## config.mk

```make
export PLATFORM = sky130hd
export DESIGN_NAME = debug_dump_sequencer_flat
export DESIGN_NICKNAME = d
export VERILOG_FILES = /design/src/rtl/debug_dump_sequencer_if.sv /design/src/rtl/debug_dump_sequencer.sv /design/src/flat_wrapper.sv
export SDC_FILE = /design/constraint.sdc
export NUM_CORES = 1
export LEC_CHECK = 0
export ABC_AREA = 1
export CAP_MARGIN = 20
export CELL_PAD_IN_SITES_DETAIL_PLACEMENT = 2
export CELL_PAD_IN_SITES_GLOBAL_PLACEMENT = 2
export CORE_MARGIN = 2
export CORE_UTILIZATION = 24
export CTS_CLUSTER_DIAMETER = 200
export DETAILED_ROUTE_END_ITERATION = 10
export PLACE_DENSITY = 0.78
export SYNTH_ARGS = -nofsm -noshare
export SYNTH_HDL_FRONTEND = slang
export SYNTH_SLANG_ARGS = --single-unit
```

## constraint.sdc

```tcl
create_clock -name i_clock -period 1.7 [get_ports i_clock]
set_input_delay 0.17 -clock i_clock [delete_from_list [all_inputs] [get_ports i_clock]]
set_output_delay 0.17 -clock i_clock [all_outputs]
set_load 0.05 [all_outputs]
```

## src/rtl/debug_dump_sequencer_if.sv

```systemverilog
// -----------------------------------------------------------------------------
// debug_dump_sequencer_if
//   Bundles the UART, pipeline-control and debug-read signals of the debug
//   dump sequencer. Clock and reset are kept as plain ports on the module.
//
//   master : the sequencer side (consumes i_*, drives o_*)
//   slave  : the environment side (UART rx/tx, pipeline, register bank, memory)
//
//   UART      : i_rx_data/i_rx_done in, o_tx_data/o_tx_start out, i_tx_done in
//   Pipeline  : i_halt, i_pc_value in, o_pipeline_enable out
//   Debug RD  : o_rb_addr/o_rb_read_enable -> i_rb_data (1-cycle sync read)
//               o_mem_addr/o_mem_read_enable -> i_mem_data (1-cycle sync read)
//   Status    : o_bp_hit, o_state
// -----------------------------------------------------------------------------
interface debug_dump_sequencer_if #(
    parameter int BYTE          = 8,
    parameter int DWORD         = 32,
    parameter int RB_ADDR_SIZE  = 5,
    parameter int MEM_ADDR_SIZE = 5,
    parameter int STATE_SIZE    = 4
);
    logic [BYTE-1:0]          i_rx_data;
    logic                     i_rx_done;
    logic                     i_tx_done;
    logic                     i_halt;
    logic [DWORD-1:0]         i_pc_value;
    logic [DWORD-1:0]         i_rb_data;
    logic [DWORD-1:0]         i_mem_data;
    logic [BYTE-1:0]          o_tx_data;
    logic                     o_tx_start;
    logic [RB_ADDR_SIZE-1:0]  o_rb_addr;
    logic                     o_rb_read_enable;
    logic [MEM_ADDR_SIZE-1:0] o_mem_addr;
    logic                     o_mem_read_enable;
    logic                     o_pipeline_enable;
    logic                     o_bp_hit;
    logic [STATE_SIZE-1:0]    o_state;

    modport master (
        input  i_rx_data, i_rx_done, i_tx_done, i_halt, i_pc_value, i_rb_data, i_mem_data,
        output o_tx_data, o_tx_start, o_rb_addr, o_rb_read_enable, o_mem_addr,
               o_mem_read_enable, o_pipeline_enable, o_bp_hit, o_state
    );

    modport slave (
        output i_rx_data, i_rx_done, i_tx_done, i_halt, i_pc_value, i_rb_data, i_mem_data,
        input  o_tx_data, o_tx_start, o_rb_addr, o_rb_read_enable, o_mem_addr,
               o_mem_read_enable, o_pipeline_enable, o_bp_hit, o_state
    );
endinterface

```

## src/rtl/debug_dump_sequencer.sv

```systemverilog
// -----------------------------------------------------------------------------
// debug_dump_sequencer
//   UART-driven debug controller for the MIPS pipeline. Single-byte commands
//   received in IDLE select continuous run ('c'), single step ('s'), dump
//   ('d'), breakpoint load ('b' + WB bytes, LSB first) or breakpoint clear
//   ('x'). When the pipeline stops, a frame is streamed to the UART:
//   0xA5, status {0.., bp_hit, halt}, PC, registers 0..RB_DEPTH-1,
//   memory words 0..MEM_DEPTH-1, every word LSB first.
//
//   Ports: i_clock, i_reset (async, active low), dbg (master modport of
//   debug_dump_sequencer_if carrying the UART, pipeline and debug-read bus).
// -----------------------------------------------------------------------------
module debug_dump_sequencer #(
    parameter int BYTE          = 8,
    parameter int DWORD         = 32,
    parameter int RB_ADDR_SIZE  = 5,
    parameter int RB_DEPTH      = 32,
    parameter int MEM_ADDR_SIZE = 5,
    parameter int MEM_DEPTH     = 32,
    parameter int STATE_SIZE    = 4
) (
    input  logic                   i_clock,
    input  logic                   i_reset,
    debug_dump_sequencer_if.master dbg
);
    localparam int WB   = DWORD / BYTE;
    localparam int WB_W = (WB > 1) ? $clog2(WB) : 1;
    localparam logic [WB_W-1:0]          WB_LAST  = WB_W'(WB - 1);
    localparam logic [RB_ADDR_SIZE-1:0]  RB_LAST  = RB_ADDR_SIZE'(RB_DEPTH - 1);
    localparam logic [MEM_ADDR_SIZE-1:0] MEM_LAST = MEM_ADDR_SIZE'(MEM_DEPTH - 1);
    localparam logic [BYTE-1:0] CMD_CONT = BYTE'(8'h63);
    localparam logic [BYTE-1:0] CMD_STEP = BYTE'(8'h73);
    localparam logic [BYTE-1:0] CMD_DUMP = BYTE'(8'h64);
    localparam logic [BYTE-1:0] CMD_BP   = BYTE'(8'h62);
    localparam logic [BYTE-1:0] CMD_CLR  = BYTE'(8'h78);
    localparam logic [BYTE-1:0] HDR_BYTE = BYTE'(8'hA5);

    typedef enum logic [3:0] {
        ST_IDLE         = 4'd0,
        ST_BP_LOAD      = 4'd1,
        ST_RUN          = 4'd2,
        ST_STEP         = 4'd3,
        ST_DUMP_HDR     = 4'd4,
        ST_DUMP_FETCH   = 4'd5,
        ST_DUMP_WAIT    = 4'd6,
        ST_DUMP_SEND    = 4'd7,
        ST_DUMP_WAIT_TX = 4'd8
    } state_e;

    // Which part of the frame the byte in flight belongs to.
    typedef enum logic [2:0] {
        SEG_HDR    = 3'd0,
        SEG_STATUS = 3'd1,
        SEG_PC     = 3'd2,
        SEG_RB     = 3'd3,
        SEG_MEM    = 3'd4
    } seg_e;

    state_e                   state_q, state_d;
    seg_e                     seg_q, seg_d;
    logic [DWORD-1:0]         bp_q, bp_d;
    logic                     bp_valid_q, bp_valid_d;
    logic                     bp_hit_q, bp_hit_d;
    logic                     first_run_q, first_run_d;
    logic [WB_W-1:0]          byte_idx_q, byte_idx_d;   // BP_LOAD byte / dump byte within word
    logic [DWORD-1:0]         shift_q, shift_d;
    logic [BYTE-1:0]          tx_data_q, tx_data_d;
    logic [RB_ADDR_SIZE-1:0]  rb_idx_q, rb_idx_d;
    logic [MEM_ADDR_SIZE-1:0] mem_idx_q, mem_idx_d;

    logic                     bp_match;
    logic                     fetch_rb;
    logic                     fetch_mem;
    logic [DWORD-1:0]         shift_next;
    logic [DWORD-1:0]         read_word;
    logic [BYTE-1:0]          status_byte;

    // The first RUN cycle may sit on the breakpoint PC; ignoring it there
    // lets a 'c' resume past the breakpoint that just stopped us.
    assign bp_match    = bp_valid_q && (dbg.i_pc_value == bp_q) && !first_run_q;
    assign fetch_rb    = (state_q == ST_DUMP_FETCH) && (seg_q == SEG_RB);
    assign fetch_mem   = (state_q == ST_DUMP_FETCH) && (seg_q == SEG_MEM);
    assign shift_next  = shift_q >> BYTE;
    assign read_word   = (seg_q == SEG_RB) ? dbg.i_rb_data : dbg.i_mem_data;
    assign status_byte = {{(BYTE-2){1'b0}}, bp_hit_q, dbg.i_halt};

    // Addresses and enables are only non-zero during FETCH, so nothing beyond
    // the dumped range is driven and everything idles at zero after a frame.
    assign dbg.o_rb_addr         = fetch_rb ? rb_idx_q : '0;
    assign dbg.o_rb_read_enable  = fetch_rb;
    assign dbg.o_mem_addr        = fetch_mem ? mem_idx_q : '0;
    assign dbg.o_mem_read_enable = fetch_mem;
    assign dbg.o_tx_start        = (state_q == ST_DUMP_SEND);
    assign dbg.o_tx_data         = tx_data_q;
    assign dbg.o_bp_hit          = bp_hit_q;
    assign dbg.o_state           = STATE_SIZE'(state_q);

    always_comb begin
        state_d     = state_q;
        seg_d       = seg_q;
        bp_d        = bp_q;
        bp_valid_d  = bp_valid_q;
        bp_hit_d    = bp_hit_q;
        first_run_d = first_run_q;
        byte_idx_d  = byte_idx_q;
        shift_d     = shift_q;
        tx_data_d   = tx_data_q;
        rb_idx_d    = rb_idx_q;
        mem_idx_d   = mem_idx_q;
        dbg.o_pipeline_enable = 1'b0;

        case (state_q)
            ST_IDLE: begin
                if (dbg.i_rx_done) begin
                    case (dbg.i_rx_data)
                        CMD_CONT: begin
                            bp_hit_d = 1'b0;
                            if (dbg.i_halt) begin
                                state_d = ST_DUMP_HDR;
                            end else begin
                                state_d     = ST_RUN;
                                first_run_d = 1'b1;
                            end
                        end
                        CMD_STEP: begin
                            bp_hit_d = 1'b0;
                            state_d  = dbg.i_halt ? ST_DUMP_HDR : ST_STEP;
                        end
                        CMD_DUMP: state_d = ST_DUMP_HDR;
                        CMD_BP: begin
                            state_d    = ST_BP_LOAD;
                            byte_idx_d = '0;
                        end
                        CMD_CLR: bp_valid_d = 1'b0;
                        default: ;
                    endcase
                end
            end
            ST_BP_LOAD: begin
                if (dbg.i_rx_done) begin
                    bp_d[int'(byte_idx_q)*BYTE +: BYTE] = dbg.i_rx_data;
                    if (byte_idx_q == WB_LAST) begin
                        byte_idx_d = '0;
                        bp_valid_d = 1'b1;
                        state_d    = ST_IDLE;
                    end else begin
                        byte_idx_d = byte_idx_q + WB_W'(1);
                    end
                end
            end
            ST_RUN: begin
                first_run_d           = 1'b0;
                dbg.o_pipeline_enable = !(dbg.i_halt || bp_match);
                if (dbg.i_halt) begin
                    bp_hit_d = 1'b0;
                    state_d  = ST_DUMP_HDR;
                end else if (bp_match) begin
                    bp_hit_d = 1'b1;
                    state_d  = ST_DUMP_HDR;
                end
            end
            ST_STEP: begin
                dbg.o_pipeline_enable = 1'b1;
                state_d               = ST_DUMP_HDR;
            end
            ST_DUMP_HDR: begin
                tx_data_d  = HDR_BYTE;
                seg_d      = SEG_HDR;
                byte_idx_d = '0;
                rb_idx_d   = '0;
                mem_idx_d  = '0;
                state_d    = ST_DUMP_SEND;
            end
            ST_DUMP_FETCH: begin
                byte_idx_d = '0;
                if (seg_q == SEG_PC) begin
                    shift_d   = dbg.i_pc_value;
                    tx_data_d = dbg.i_pc_value[BYTE-1:0];
                    state_d   = ST_DUMP_SEND;
                end else begin
                    state_d = ST_DUMP_WAIT;
                end
            end
            ST_DUMP_WAIT: begin
                shift_d   = read_word;
                tx_data_d = read_word[BYTE-1:0];
                state_d   = ST_DUMP_SEND;
            end
            ST_DUMP_SEND: state_d = ST_DUMP_WAIT_TX;
            ST_DUMP_WAIT_TX: begin
                if (dbg.i_tx_done) begin
                    case (seg_q)
                        SEG_HDR: begin
                            tx_data_d = status_byte;
                            seg_d     = SEG_STATUS;
                            state_d   = ST_DUMP_SEND;
                        end
                        SEG_STATUS: begin
                            seg_d   = SEG_PC;
                            state_d = ST_DUMP_FETCH;
                        end
                        default: begin
                            if (byte_idx_q != WB_LAST) begin
                                byte_idx_d = byte_idx_q + WB_W'(1);
                                shift_d    = shift_next;
                                tx_data_d  = shift_next[BYTE-1:0];
                                state_d    = ST_DUMP_SEND;
                            end else if (seg_q == SEG_PC) begin
                                seg_d   = SEG_RB;
                                state_d = ST_DUMP_FETCH;
                            end else if (seg_q == SEG_RB) begin
                                if (rb_idx_q == RB_LAST) begin
                                    seg_d = SEG_MEM;
                                end else begin
                                    rb_idx_d = rb_idx_q + RB_ADDR_SIZE'(1);
                                end
                                state_d = ST_DUMP_FETCH;
                            end else if (mem_idx_q == MEM_LAST) begin
                                rb_idx_d  = '0;
                                mem_idx_d = '0;
                                seg_d     = SEG_HDR;
                                state_d   = ST_IDLE;
                            end else begin
                                mem_idx_d = mem_idx_q + MEM_ADDR_SIZE'(1);
                                state_d   = ST_DUMP_FETCH;
                            end
                        end
                    endcase
                end
            end
            default: state_d = ST_IDLE;
        endcase
    end

    always_ff @(posedge i_clock or negedge i_reset) begin
        if (!i_reset) begin
            state_q     <= ST_IDLE;
            seg_q       <= SEG_HDR;
            bp_q        <= '0;
            bp_valid_q  <= 1'b0;
            bp_hit_q    <= 1'b0;
            first_run_q <= 1'b0;
            byte_idx_q  <= '0;
            shift_q     <= '0;
            tx_data_q   <= '0;
            rb_idx_q    <= '0;
            mem_idx_q   <= '0;
        end else begin
            state_q     <= state_d;
            seg_q       <= seg_d;
            bp_q        <= bp_d;
            bp_valid_q  <= bp_valid_d;
            bp_hit_q    <= bp_hit_d;
            first_run_q <= first_run_d;
            byte_idx_q  <= byte_idx_d;
            shift_q     <= shift_d;
            tx_data_q   <= tx_data_d;
            rb_idx_q    <= rb_idx_d;
            mem_idx_q   <= mem_idx_d;
        end
    end
endmodule

```

## src/flat_wrapper.sv

```systemverilog
// flat-port wrapper written by rule: the top's interface ports become plain ports
module debug_dump_sequencer_flat 
#(
    parameter int BYTE          = 8,
    parameter int DWORD         = 32,
    parameter int RB_ADDR_SIZE  = 5,
    parameter int RB_DEPTH      = 32,
    parameter int MEM_ADDR_SIZE = 5,
    parameter int MEM_DEPTH     = 32,
    parameter int STATE_SIZE    = 4
)
  (i_clock, i_reset, dbg_i_rx_data, dbg_i_rx_done, dbg_i_tx_done, dbg_i_halt, dbg_i_pc_value, dbg_i_rb_data, dbg_i_mem_data, dbg_o_tx_data, dbg_o_tx_start, dbg_o_rb_addr, dbg_o_rb_read_enable, dbg_o_mem_addr, dbg_o_mem_read_enable, dbg_o_pipeline_enable, dbg_o_bp_hit, dbg_o_state);
  debug_dump_sequencer_if #(.BYTE(BYTE), .DWORD(DWORD), .RB_ADDR_SIZE(RB_ADDR_SIZE), .MEM_ADDR_SIZE(MEM_ADDR_SIZE), .STATE_SIZE(STATE_SIZE)) dbg_i ();
  input  logic i_clock;
  input  logic i_reset;
  input wire logic [$bits(dbg_i.i_rx_data)-1:0] dbg_i_rx_data;
  input wire logic [$bits(dbg_i.i_rx_done)-1:0] dbg_i_rx_done;
  input wire logic [$bits(dbg_i.i_tx_done)-1:0] dbg_i_tx_done;
  input wire logic [$bits(dbg_i.i_halt)-1:0] dbg_i_halt;
  input wire logic [$bits(dbg_i.i_pc_value)-1:0] dbg_i_pc_value;
  input wire logic [$bits(dbg_i.i_rb_data)-1:0] dbg_i_rb_data;
  input wire logic [$bits(dbg_i.i_mem_data)-1:0] dbg_i_mem_data;
  output wire logic [$bits(dbg_i.o_tx_data)-1:0] dbg_o_tx_data;
  output wire logic [$bits(dbg_i.o_tx_start)-1:0] dbg_o_tx_start;
  output wire logic [$bits(dbg_i.o_rb_addr)-1:0] dbg_o_rb_addr;
  output wire logic [$bits(dbg_i.o_rb_read_enable)-1:0] dbg_o_rb_read_enable;
  output wire logic [$bits(dbg_i.o_mem_addr)-1:0] dbg_o_mem_addr;
  output wire logic [$bits(dbg_i.o_mem_read_enable)-1:0] dbg_o_mem_read_enable;
  output wire logic [$bits(dbg_i.o_pipeline_enable)-1:0] dbg_o_pipeline_enable;
  output wire logic [$bits(dbg_i.o_bp_hit)-1:0] dbg_o_bp_hit;
  output wire logic [$bits(dbg_i.o_state)-1:0] dbg_o_state;
  assign dbg_i.i_rx_data = dbg_i_rx_data;
  assign dbg_i.i_rx_done = dbg_i_rx_done;
  assign dbg_i.i_tx_done = dbg_i_tx_done;
  assign dbg_i.i_halt = dbg_i_halt;
  assign dbg_i.i_pc_value = dbg_i_pc_value;
  assign dbg_i.i_rb_data = dbg_i_rb_data;
  assign dbg_i.i_mem_data = dbg_i_mem_data;
  assign dbg_o_tx_data = dbg_i.o_tx_data;
  assign dbg_o_tx_start = dbg_i.o_tx_start;
  assign dbg_o_rb_addr = dbg_i.o_rb_addr;
  assign dbg_o_rb_read_enable = dbg_i.o_rb_read_enable;
  assign dbg_o_mem_addr = dbg_i.o_mem_addr;
  assign dbg_o_mem_read_enable = dbg_i.o_mem_read_enable;
  assign dbg_o_pipeline_enable = dbg_i.o_pipeline_enable;
  assign dbg_o_bp_hit = dbg_i.o_bp_hit;
  assign dbg_o_state = dbg_i.o_state;
  debug_dump_sequencer #(.BYTE(BYTE), .DWORD(DWORD), .RB_ADDR_SIZE(RB_ADDR_SIZE), .RB_DEPTH(RB_DEPTH), .MEM_ADDR_SIZE(MEM_ADDR_SIZE), .MEM_DEPTH(MEM_DEPTH), .STATE_SIZE(STATE_SIZE)) u_core (.i_clock(i_clock), .i_reset(i_reset), .dbg(dbg_i));
endmodule
```

# Word level (Yosys, flattened, before mapping)
# Cells that the tools add are included.
[classes]
add_sub_neg = 4
eq_ne = 46
shift = 2
n_mux = 76
reduce_logical = 30
[ops]
columns = ["operator", "n"]
rows = [
  ["$mux W32", 5],
  ["$pmux W32 S3", 1],
  ["$mux W5", 15],
  ["$eq A8 B7 Y1 const B", 5],
  ["$mux W4", 9],
  ["$neg A5 Y33", 1],
  ["$shift A8 B33 Y32 const A", 1],
  ["$shiftx A8 B33 Y32", 1],
  ["$bwmux W32", 1],
  ["$eq A32 B32 Y1", 1],
  ["$pmux W4 S8", 1],
  ["$pmux W8 S4", 1],
  ["$ne A2 B2 Y1 const B", 15],
  ["$mux W3", 9],
  ["$mux W8", 3],
  ["$pmux W5 S2", 2],
  ["$reduce_and A5 Y1", 4],
  ["$eq A4 B3 Y1 const B", 4],
  ["$pmux W4 S4", 1],
  ["$pmux W8 S2", 1],
  ["$mux W2", 7],
  ["$reduce_and A7 Y1", 2],
  ["$mux W1", 12],
  ["$pmux W3 S2", 2],
  ["33 further kinds", 54],
]
[totals]
regBits = 94
out_inout_bits = 27

# Depth between registers and ports, before layout
# Gate-level depths: netlist of the first run.
[depth]
ltp_word = 8
depth_mapped = 13
depth_no_buf = 13

# Least setup slack after synthesis of the first run
# No wires, ideal clock.
[synth_path]
path_kind = "reg2out"
startpoint = "reg u_core.state_q[0], in the netlist u_core.dbg.o_state[0]"
endpoint = "out dbg_o_mem_addr[0]"
t_arrival_ns = 3.708
required_time_ns = 1.530
path_slack_ns = -2.178
stages_incl_launch_ff = 7
cell_sequence = "dfrtp_1 > inv_1 > nor2_1 > nand2_1 > nor4_1 > inv_1 > nor2_1"
[synth_via]
elab_chain_len = 3
[synth_rtl]
columns = ["element", "line", "source"]
rows = [
  ["start: declaration", "debug_dump_sequencer.sv:59", "state_e state_q, state_d;"],
  ["start signal: assignment", "debug_dump_sequencer.sv:249", "state_q <= state_d;"],
  ["$eq A4 B3 Y1", "debug_dump_sequencer.sv:82", "assign fetch_mem = (state_q == ST_DUMP_FETCH) && (seg_q == SEG_MEM);"],
  ["$logic_and A1 B1 Y1", "debug_dump_sequencer.sv:82", ""],
  ["net dbg_o_mem_read_enable", "flat_wrapper.sv:28", "output wire logic [$bits(dbg_i.o_mem_read_enable)-1:0] dbg_o_mem_read_enable;"],
  ["$mux W5", "debug_dump_sequencer.sv:91", "assign dbg.o_mem_addr = fetch_mem ? mem_idx_q : '0;"],
  ["end: declaration", "flat_wrapper.sv:27", "output wire logic [$bits(dbg_i.o_mem_addr)-1:0] dbg_o_mem_addr;"],
]
# The timed path passes the listed nets, and every way through them passes these cells.

# Final worst setup path of the first run
[layout_path]
startpoint = "reg u_core.bp_q[5]"
endpoint = "out dbg_o_pipeline_enable"
[layout_via]
elab_chain_len = 6
[layout_rtl]
columns = ["element", "line", "source"]
rows = [
  ["start: declaration", "debug_dump_sequencer.sv:61", "logic [DWORD-1:0] bp_q, bp_d;"],
  ["start signal: assignment", "debug_dump_sequencer.sv:251", "bp_q <= bp_d;"],
  ["$eq A32 B32 Y1", "debug_dump_sequencer.sv:80", "assign bp_match = bp_valid_q && (dbg.i_pc_value == bp_q) && !first_run_q;"],
  ["$logic_and A1 B1 Y1 (2 in a row)", "debug_dump_sequencer.sv:80", ""],
  ["$logic_or A1 B1 Y1", "debug_dump_sequencer.sv:153", "dbg.o_pipeline_enable = !(dbg.i_halt || bp_match);"],
  ["$logic_not A1 Y1", "debug_dump_sequencer.sv:153", ""],
  ["$pmux W1 S2", "debug_dump_sequencer.sv:112", "case (state_q)"],
  ["end: declaration", "flat_wrapper.sv:29", "output wire logic [$bits(dbg_i.o_pipeline_enable)-1:0] dbg_o_pipeline_enable;"],
]
# No other way between the ends.

==> results of run 1 <==
synth_stat cells, types with 4 or more instances:
cell | instances | area (µm²)
xor2_1 | 4 | 35.0
o22ai_1 | 9 | 56.3
nand2_1 | 189 | 709
nand4_1 | 6 | 37.5
buf_2 | 8 | 40.0
dfrtp_1 | 86 | 2150
clkbuf_1 | 15 | 56.3
nor2_1 | 90 | 338
ha_1 | 10 | 125
a21oi_1 | 12 | 60.1
nor3_1 | 4 | 20.0
inv_1 | 121 | 454
o221ai_1 | 18 | 158
o21ai_1 | 19 | 95.1
xnor2_1 | 9 | 78.8
o21ai_0 | 106 | 531
nand3_1 | 63 | 315
power by group:
| group | internal, µW | switching (µW) |
|---|---|---|
| logic | 2510 | 4660 |
| clock network | 1230 | 1070 |
| registers | 2830 | 858 |
| total | 6570 | 6590 |
sequential cells by signal, summed over array words and instances, names as in the netlist:
register / count
u_core.seg_q: 3
u_core.bp_valid_q: 1
u_core.bp_q: 32
u_core.mem_idx_q: 5
u_core.dbg.o_tx_data: 8
u_core.shift_q: 24
u_core.rb_idx_q: 5
u_core.byte_idx_q: 2
u_core.first_run_q: 1
u_core.dbg.o_state: 4
u_core.dbg.o_bp_hit: 1
worst register-to-register path, cell delays in order, from the launching register on:
cell	delay, ns
dfrtp_1	0.42
ha_1	0.31
nor2_2	0.21
nor2_1	0.07
buf_4	0.15
nor3_4	0.33
buf_4	0.18
buf_6	0.12
buf_12	0.14
nand2_2	0.06
o21ai_1	0.10
cell type report:
type	instances	area (µm²)
Fill cell	2386	11600
Clock buffer	12	256
Multi-Input combinational cell	564	4170
Antenna cell	5	12.5
Inverter	125	504
Sequential cell	86	2160
Clock inverter	4	55.1
Timing Repair Buffer	342	3550
Tap cell	285	357
Timing Repair inverter	1	7.51
metal layers:
metal,wire (µm),track usage,share of wire
met5,0,0,0
met4,2950,0.173,0.065
met3,2180,0.0411,0.048
met2,22200,0.502,0.49
met1,18100,0.339,0.40
stage by stage:
step	hold WS (ns)	cell area [µm²]	std cells	worst slack, ns	TNS, ns
finish	0.261	11100	1424	-0.562	-31.70
global route	0.319	11100	1424	-0.586	-35.36
CTS	0.290	9420	1376	-0.350	-14.33
detailed placement	0.127	8410	1321	-0.351	-8.79
global placement	0.123	8410	1321	-0.253	-3.33
floorplan	-0.126	5660	802	-0.627	-11.37
cell families after synthesis:
logic type                 count (synthesis)  share of synthesized area
and+or+nand+nor                          363                      0.274
AOI/OAI and AO/OA                        178                      0.183
buffers and inverters                    152                      0.110
DFF                                       86                      0.389
xor gates and xnor gates                  13                     0.0206
adders and majority gates                 10                     0.0226
timing repair:
item                                   4_1_cts  5_1_grt
gates resized for setup                    103      394
pin swaps                                   23       83
setup endpoints to repair                   82       99
buffers inserted                            32       46
cloned                                       9        6
endpoints found under the hold margin       24        0
hold buffers                                 1        0
final timing paths:
path / from / end / slack (ns) / cells after the start
worst max-delay path: u_core.bp_q[5] / dbg_o_pipeline_enable / -0.56 / 10
worst min-delay path: i_reset / u_core.bp_q[16] / 0.26 / 2
worst max register to register: u_core.byte_idx_q[0] / u_core.shift_q[19] / -0.50 / 10
worst min register to register: u_core.dbg.o_tx_data[6] / u_core.dbg.o_tx_data[6] / 0.51 / 2
max in group asynchronous: i_reset / u_core.shift_q[22] / 0.79 / 3
min in group i_clock: u_core.dbg.o_tx_data[6] / u_core.dbg.o_tx_data[6] / 0.51 / 2
==> flow_summary.json, run 1 <==
{
  "via_count": 7859,
  "hold_violations": 0,
  "crit_fanout": 3,
  "async_flop_share": 1.00,
  "cts_buffers": 9,
  "dieWidth_um": 156,
  "clockRootBuffer": "clkbuf_16",
  "violations": "negative setup slack",
  "avgViaCountPerCell": 5.52,
  "num_rows": 55,
  "grt_use_total": 0.289,
  "crit_chain": "inv_2, nand2_1, o21ai_0, nor2_1, nand3_1, nor2_2, nand3_2, nand2_2, o21ai_4, buf_12",
  "first_iter_violations": 531,
  "wirelength_um": 45400,
  "total_power_uw": 13200,
  "crit_family": "simple AND/OR/NAND/NOR gates",
  "crit_slowest_cell": "dfrtp_1",
  "ys_types": 39,
  "maxCapViolCount": 0,
  "setup_ws_ns": -0.562,
  "ys_seq_area_frac": 0.389,
  "grt_antenna_before_repair": 4,
  "area_growth_pct": 100,
  "nets": 1248,
  "final_core_util": 0.489,
  "portBuffers": 135,
  "fmax_mhz": 442,
  "place_congestion": 0.886,
  "grt_first_pass_wirelength_um": 52100,
  "synth-seq-cells": 86,
  "grt_overflow": 0,
  "dpl.hpwl_um": 20400,
  "clkLatencyLatePin_ns": 0.39,
  "drive_above_1_share": 0.481,
  "fin_crit_sh": 1.33,
  "num_io_pins": 136,
  "crit_arrival_ns": 2.09,
  "syn_nets": 921,
  "grt_pass1_vias": 8189,
  "cts_htree_levels": 3,
  "synth_area_um2": 5530,
  "cts_tree": "done",
  "ir_drop_uv": 1000,
  "hold_path_class": "input pin to async pin",
  "maxSlewHeadroom": 0.693,
  "avgSynthCellArea_um2": 6.89,
  "start_kind": "flip-flop",
  "end_kind": "output port",
  "slew_viol_final": 0,
  "grt_max_degree": 32,
  "route.detailed.drc": 0,
  "drtPass1Iterations": 4,
  "setup_viol": 99,
  "ys.flop_type": "dfrtp_1",
  "die_h_um": 156,
  "rsz0062_at_grt": "yes",
  "worst_slew_pin_slew_ns": 0.459,
  "ant_nets": 0,
  "path_buf_inv": 2,
  "wl_per_cell_um": 31.9,
  "layout_common_cells": "146 x buf_4, 121 x nand2_1, 106 x clkdlybuf4s50_1",
  "finalCriticalPeriod_ns": 2.26,
  "powerDensity_nw_per_um2": 1190,
  "crit_type": "flip-flop to output port",
  "cp_data_required_time_ns": 1.53,
  "clkTransAtPathRegs_ns": 0.09,
  "critPathMaxStageDelay_ns": 0.42,
  "skew_ns": 0.0237,
  "core_area_um2": 22600,
  "initial_core_util": 0.244,
  "die_area_um2": 24300,
  "cts_num_sinks": 86,
  "synth_enable_flop_cells": 0,
  "clock_path_buffers": 2,
  "layout_commonest_cell": "buf_4",
  "yosys_warnings": 0,
  "syn_inst": 802,
  "status": "finished, violations left",
  "leakage_uw": 0.00495
}
Note: power is estimated with default switching activity, not from simulation.
==> run 2, diff against run 1 <==
GPL_ROUTABILITY_DRIVEN = 0   (was unset)
==> results of run 2 <==
The final DEF is identical to that of run 1; final timing and power are the same.
